$ cat src/rtl/nfca_rx_pkg.sv
`default_nettype none
// +----------------------------------------------------------------------------+
// | nfca_rx_pkg : defaults, phase encoding and threshold helper for the NFC-A  |
// | median demodulator.                               Rev 1.0                  |
// +----------------------------------------------------------------------------+
package nfca_rx_pkg;

  localparam int DW     = 12;
  localparam int N      = 21;
  localparam int RANK   = 12;
  localparam int WARMUP = 32;
  localparam int TW     = 17;

  typedef enum logic [1:0] {
    IDLE   = 2'd0,
    LOAD   = 2'd1,
    SORT   = 2'd2,
    RESULT = 2'd3
  } phase_e;

  // Threshold = lpf -/+ (lpf >> sh); sh==0 drops the term. Sub clamps at 0, add saturates at maxv.
  function automatic logic [TW-1:0] thr_calc(input logic [TW-1:0] lpf,
                                             input logic [3:0]    sh,
                                             input logic          add,
                                             input logic [TW-1:0] maxv);
    logic [TW-1:0] t;
    logic [TW-1:0] r;
    t = (sh == 4'd0) ? '0 : (lpf >> sh);
    if (add) begin
      r = lpf + t;
      if (r > maxv) r = maxv;
    end else begin
      r = (t > lpf) ? '0 : (lpf - t);
    end
    return r;
  endfunction

endpackage
`default_nettype wire

$ cat src/rtl/nfca_sort_net.sv
`default_nettype none
// +----------------------------------------------------------------------------+
// | nfca_sort_net : odd-even transposition sort registers, one pass per step.  |
// |                                                   Rev 1.0                  |
// +----------------------------------------------------------------------------+
module nfca_sort_net #(
  parameter int DW = nfca_rx_pkg::DW,
  parameter int N  = nfca_rx_pkg::N
) (
  input  logic                 clk,
  input  logic                 rstn,
  input  logic                 load,
  input  logic                 step,
  input  logic                 odd,
  input  logic [N-1:0][DW-1:0] load_vec,
  output logic [N-1:0][DW-1:0] sorted
);
  import nfca_rx_pkg::*;

  logic [N-1:0][DW-1:0] sorted_q, sorted_d;

  // Odd passes pair (0,1),(2,3)..; even passes pair (1,2),(3,4)..; pairs never overlap.
  always_comb begin
    sorted_d = sorted_q;
    if (load) begin
      sorted_d = load_vec;
    end else if (step) begin
      for (int i = 0; i < N - 1; i++) begin
        if ((((i % 2) == 0) == odd) && (sorted_q[i] > sorted_q[i+1])) begin
          sorted_d[i]   = sorted_q[i+1];
          sorted_d[i+1] = sorted_q[i];
        end
      end
    end
  end

  always_ff @(posedge clk or negedge rstn) begin
    if (!rstn) begin
      sorted_q <= '0;
    end else begin
      sorted_q <= sorted_d;
    end
  end

  assign sorted = sorted_q;

endmodule
`default_nettype wire

$ cat src/rtl/nfca_rx_median_demod.sv
`default_nettype none
// +----------------------------------------------------------------------------+
// | nfca_rx_median_demod : rank-filtered baseline with hysteretic ASK decision.|
// |                                                   Rev 1.0                  |
// +----------------------------------------------------------------------------+
module nfca_rx_median_demod #(
  parameter int DW      = nfca_rx_pkg::DW,
  parameter int N       = nfca_rx_pkg::N,
  parameter int RANK    = nfca_rx_pkg::RANK,
  parameter int RAW_TAP = (N - 1) / 2,
  parameter int WARMUP  = nfca_rx_pkg::WARMUP
) (
  input  logic          clk,
  input  logic          rstn,
  input  logic          adc_data_en,
  input  logic [DW-1:0] adc_data,
  input  logic          cfg_invert,
  input  logic [3:0]    cfg_on_shift,
  input  logic [3:0]    cfg_off_shift,
  output logic          rx_ask_en,
  output logic          rx_ask,
  output logic [DW-1:0] rx_lpf_data,
  output logic [DW-1:0] rx_raw_data,
  output logic          overrun
);
  import nfca_rx_pkg::*;

  localparam int            PW       = $clog2(N + 1);
  localparam int            IW       = $clog2(N);
  localparam logic [TW-1:0] MAXV     = TW'((1 << DW) - 1);
  localparam logic [7:0]    WARM_LIM = 8'(WARMUP);

  phase_e               phase_q, phase_d;
  logic [PW-1:0]        pass_q, pass_d;
  logic [7:0]           warm_q, warm_d;
  logic [N-1:0][DW-1:0] array_q;
  logic [N-1:0][DW-1:0] w_sorted;
  logic                 ask_q, ask_d, ask_en_q, ask_en_d, ovr_q, ovr_d;
  logic [DW-1:0]        lpf_q, lpf_d, raw_q, raw_d;
  logic                 w_load, w_step;
  logic [DW-1:0]        w_lpf, w_raw, w_thr_on, w_thr_off;
  logic                 w_set, w_clr, w_ask_next;

  function automatic logic [DW-1:0] rank_pick(input logic [N-1:0][DW-1:0] v,
                                              input logic [IW-1:0]        idx);
    return v[idx];
  endfunction

  nfca_sort_net #(.DW(DW), .N(N)) u_sort (
    .clk      (clk),
    .rstn     (rstn),
    .load     (w_load),
    .step     (w_step),
    .odd      (pass_q[0]),
    .load_vec (array_q),
    .sorted   (w_sorted)
  );

  assign w_lpf = rank_pick(w_sorted, IW'(RANK));
  assign w_raw = array_q[RAW_TAP];

  // Set has priority over clear; neither holds the previous level.
  always_comb begin
    w_thr_on  = DW'(thr_calc(TW'(w_lpf), cfg_on_shift,  cfg_invert, MAXV));
    w_thr_off = DW'(thr_calc(TW'(w_lpf), cfg_off_shift, cfg_invert, MAXV));
    if (cfg_invert) begin
      w_set = (w_raw > w_thr_on);
      w_clr = (w_raw <= w_thr_off);
    end else begin
      w_set = (w_raw < w_thr_on);
      w_clr = (w_raw >= w_thr_off);
    end
    w_ask_next = w_set | (ask_q & ~w_clr);
  end

  always_comb begin
    phase_d  = phase_q;
    pass_d   = pass_q;
    warm_d   = warm_q;
    ask_d    = ask_q;
    lpf_d    = lpf_q;
    raw_d    = raw_q;
    ask_en_d = 1'b0;
    ovr_d    = 1'b0;
    w_load   = 1'b0;
    w_step   = 1'b0;
    if (adc_data_en) begin
      ovr_d   = (phase_q != IDLE);
      phase_d = LOAD;
      pass_d  = PW'(1);
    end else begin
      case (phase_q)
        LOAD: begin
          w_load  = 1'b1;
          phase_d = SORT;
          pass_d  = PW'(1);
        end
        SORT: begin
          w_step = 1'b1;
          if (pass_q == PW'(N)) phase_d = RESULT;
          else                  pass_d  = pass_q + PW'(1);
        end
        RESULT: begin
          phase_d = IDLE;
          if (warm_q < WARM_LIM) begin
            warm_d = warm_q + 8'd1;
          end else begin
            ask_en_d = 1'b1;
            ask_d    = w_ask_next;
            lpf_d    = w_lpf;
            raw_d    = w_raw;
          end
        end
        default: ;
      endcase
    end
  end

  always_ff @(posedge clk or negedge rstn) begin
    if (!rstn) begin
      phase_q  <= IDLE;
      pass_q   <= '0;
      warm_q   <= '0;
      array_q  <= '0;
      ask_q    <= 1'b0;
      ask_en_q <= 1'b0;
      ovr_q    <= 1'b0;
      lpf_q    <= '0;
      raw_q    <= '0;
    end else begin
      phase_q  <= phase_d;
      pass_q   <= pass_d;
      warm_q   <= warm_d;
      ask_q    <= ask_d;
      ask_en_q <= ask_en_d;
      ovr_q    <= ovr_d;
      lpf_q    <= lpf_d;
      raw_q    <= raw_d;
      if (adc_data_en) array_q <= {array_q[N-2:0], adc_data};
    end
  end

  assign rx_ask_en   = ask_en_q;
  assign rx_ask      = ask_q;
  assign rx_lpf_data = lpf_q;
  assign rx_raw_data = raw_q;
  assign overrun     = ovr_q;

endmodule
`default_nettype wire
$ cat config.mk
export PLATFORM = sky130hd
export DESIGN_NAME = nfca_rx_median_demod
export DESIGN_NICKNAME = d
export VERILOG_FILES = /design/src/rtl/nfca_rx_pkg.sv /design/src/rtl/nfca_sort_net.sv /design/src/rtl/nfca_rx_median_demod.sv
export SDC_FILE = /design/constraint.sdc
export NUM_CORES = 2
export LEC_CHECK = 0
export BUFFER_PORTS_ARGS = -buffer_cell sky130_fd_sc_hd__buf_4
export CAP_MARGIN = 20
export CORE_UTILIZATION = 70
export CTS_BUF_LIST = sky130_fd_sc_hd__clkbuf_4 sky130_fd_sc_hd__clkbuf_8
export DETAILED_ROUTE_END_ITERATION = 10
export GPL_TIMING_DRIVEN = 1
export PLACE_DENSITY_LB_ADDON = 0.12
export SETUP_SLACK_MARGIN = 0.05
export SLEW_MARGIN = 20
export SYNTH_ARGS = -nofsm -noshare
export SYNTH_HDL_FRONTEND = slang
export SYNTH_SLANG_ARGS = --single-unit
$ cat constraint.sdc
create_clock -name clk -period 12.2 [get_ports clk]
set_clock_uncertainty 0.15 [all_clocks]
set_input_delay 1.22 -clock clk [delete_from_list [all_inputs] [get_ports clk]]
set_output_delay 1.22 -clock clk [all_outputs]
set_load 0.05 [all_outputs]
==> metrics.md <==
| Metric | Value |
|---|---|
| Status | `finished with violations` |
| Failing checks | `design-rule violations` |
| DP Worst Slack | `6.22 ns` |
| Crit share post-route | `0.484` |
| Max-cap violations | `0` |
| Post-CTS sizing | `0` |
| Layout Nets | `3466` |
| Max-slew violations | `0` |
| Library cells used by synthesis | `85` |
| Area of the die | `49600 um^2` |
| Setup Fix Bufs, Post-CTS | `0` |
| Pleak | `16.7 nW` |
| Share of cells above drive strength 1 | `0.190` |
| Cells after Synth | `3088` |
| Residual DRC | `3` |
| Syn_area_per_cell | `11.0 um^2` |
| CTS sink count | `546` |
| Crit path capture type | `flop` |
| Post-route cell area | `36700 um^2` |
| Vias in the first global route | `26635` |
| Total chip power | `10.1 mW` |
| Die Ht | `223 um` |
| Worst skew pair latency | `0.72 ns` |
| CP arrival | `6.31 ns` |
| Initial antenna violation count | `0` |
| Cts bufs inserted | `91` |
| Number of DRC markers in iteration 0 | `3192` |
| PortBufs | `50` |
| Num ports | `51` |
| Mapped Area | `34100 um^2` |
| Max Clock Freq | `0.169 GHz` |
| Post-route antenna net violation count | `0` |
| Critical path class | `flop to flop` |
| Clock transition at path regs | `0.06 ns` |
| EDFF count, synth | `0` |
| CTS tree | `built` |
| Worst Tran Pin Value | `1.05 ns` |
| Overflow after GRT | `0` |
| Final Hold Viols | `0` |
| Post-layout min period | `5.90 ns` |
| Area of placed instances | `34700 um^2` |
| Synth async-reset ratio | `1.00` |
| N_diodes | `0` |
| 1st-pass router iterations | `11` |
| Post-CTS Hold Buffers | `0` |
| Placeable Area | `47900 um^2` |
| Root Buffer | `clkbuf_8` |
| Setup WS post-layout | `6.30 ns` |
| Htree depth | `3` |
| Main synth FF type | `dfrtp_1` |
| Commonest non-fill, non-tap cell in the layout | `dfrtp_1` |
| Num rows | `80` |
| Gr usage total | `0.365` |
| Max IR drop VDD | `178 uV` |
| WP data required | `12.60 ns` |
| Via density | `6.94` |
| CP Max Fanout | `12` |
| First-pass GRT wire length | `145000 um` |
| Setup TNS | `0 ns` |
| Yosys warns | `0` |
| Hpwl dp | `62300 um` |
| HP Class | `flop to flop` |
| Placed Cells | `3616` |
| Commonest cells after routing, fill and taps aside | `dfrtp_1, ha_1, inv_1` |
| Largest net degree at the start of global routing | `155` |
| Critical path launch point type | `flop` |
| Fillers | `3111` |
| Post-Layout Cell Count | `3777` |
| # setup viols final | `0` |
| Routed wire per std cell | `24.0 um` |
| Width of the chip | `223 um` |
| CTS Buffer Depth | `3` |
| Routed Wire Length | `90600 um` |
| Area Growth Syn to Fin | `7.54%` |
| Routability cong. | `0.944` |
| Pwr Density | `275 nW/um^2` |
| RSZ-0062 raised after global routing | `no` |
| Register area share after synthesis | `0.401` |
| Initial core utilization | `0.711` |
| Slew headroom | `0.302` |
| Total number of vias | `26210` |
| FF+latch count, synth | `546` |
[worst max-delay path, cell delays in order (launching register included)]
cell      delay [ns]
dfrtp_1         0.83
inv_1           0.42
o21ai_0         0.33
nor2_1          0.07
nor2_1          0.16
nor2_1          0.06
o32a_1          0.42
inv_1           0.16
ha_1            0.28
nor2b_1         0.16
o31ai_1         0.37
a21oi_1         0.18
a211oi_1        0.41
a21oi_1         0.15
xor2_1          0.21
a22oi_1         0.12
ha_1            0.32
nand4_1         0.11
nor2_1          0.17
o21ai_0         0.13
a31oi_1         0.20
a21oi_1         0.06
a221o_1         0.31
[cell usage after synthesis (all sizes together) (11+ instances only)]
library cell / n / area (um^2)
nand3: 24 / 155
a22oi: 20 / 150
a21o: 67 / 503
xnor2: 12 / 105
or2: 17 / 106
o21a: 44 / 330
a21oi: 154 / 943
nor3: 35 / 186
o21ai: 85 / 429
o2bb2ai: 12 / 105
buf: 73 / 521
inv: 301 / 1130
xor2: 15 / 131
and4: 11 / 96.3
dfrtp: 546 / 13700
nand4: 48 / 300
mux2i: 250 / 2500
nand2b: 17 / 106
a222oi: 216 / 2160
nor2: 91 / 344
o31ai: 13 / 97.6
nor2b: 38 / 238
o211ai: 21 / 158
clkbuf: 97 / 367
nand2: 113 / 440
ha: 344 / 4300
and3: 14 / 87.6
mux2: 289 / 3290
[path summary, 6_finish.rpt]
path / startpoint / endpoint / slack (ns) / cells after the start
worst max-delay path: u_sort.sorted[151]$_DFFE_PN0P_ / rx_ask$_DFFE_PN0P_ / 6.30 / 22
worst min-delay path: warm_q[7]$_DFFE_PN0P_ / warm_q[7]$_DFFE_PN0P_ / 0.27 / 0
worst max register to register: u_sort.sorted[151]$_DFFE_PN0P_ / rx_ask$_DFFE_PN0P_ / 6.30 / 22
worst min register to register: warm_q[7]$_DFFE_PN0P_ / warm_q[7]$_DFFE_PN0P_ / 0.27 / 0
max in group asynchronous: rstn / u_sort.sorted[45]$_DFFE_PN0P_ / 9.34 / 3
min in group asynchronous: rstn / u_sort.sorted[140]$_DFFE_PN0P_ / 0.43 / 1
[registers in the layout, summed over array words and instances (netlist names)]
register,flops
rx_ask,1
array_q,240
pass_q,5
warm_q,8
phase_q,2
overrun,1
rx_raw_data,12
rx_lpf_data,12
w_raw,12
u_sort.sorted,252
rx_ask_en,1
[layout make-up]
cell class / count / area [um^2] / share of cell area
inverter: 301 / 1130 / 0.0308
timing repair buffer: 80 / 643 / 0.0175
sequential: 546 / 13700 / 0.373
clock inverter: 15 / 198 / 0.00539
tap: 615 / 769 / 0.0210
clock buffer: 146 / 1810 / 0.0493
multi-input combinational: 2074 / 18500 / 0.503
[cell families after synthesis]
family	synth area share
compound gates	0.170
xor+xnor	0.00693
fa+ha+maj	0.129
buf+inv	0.0591
flops	0.401
mux	0.170
other cells	0.000110
simple gates	0.0647
[power by group]
group | switching, mW | internal, mW
combinational | 2.84 | 2.13
sequential | 0.865 | 2.47
clock | 0.774 | 1.01
total | 4.48 | 5.61
[per-stage QoR]
stage | hold slack, ns | utilization
2_1_floorplan | 0.295 | -
3_3_place_gp | 0.238 | 0.723
6_report | 0.266 | 0.765
4_1_cts | 0.266 | 0.765
5_1_grt | 0.278 | 0.765
3_5_place_dp | 0.251 | 0.723
[layer usage]
metal | track usage | wire [um] | vias up
met5 | 0 | 0 | -
met4 | 0.145 | 3650 | 0
met3 | 0.0487 | 6120 | 271
met2 | 0.605 | 43800 | 1155
met1 | 0.488 | 37000 | 13123
li1 | - | - | 11661
Power figures use the tool's default switching activity.
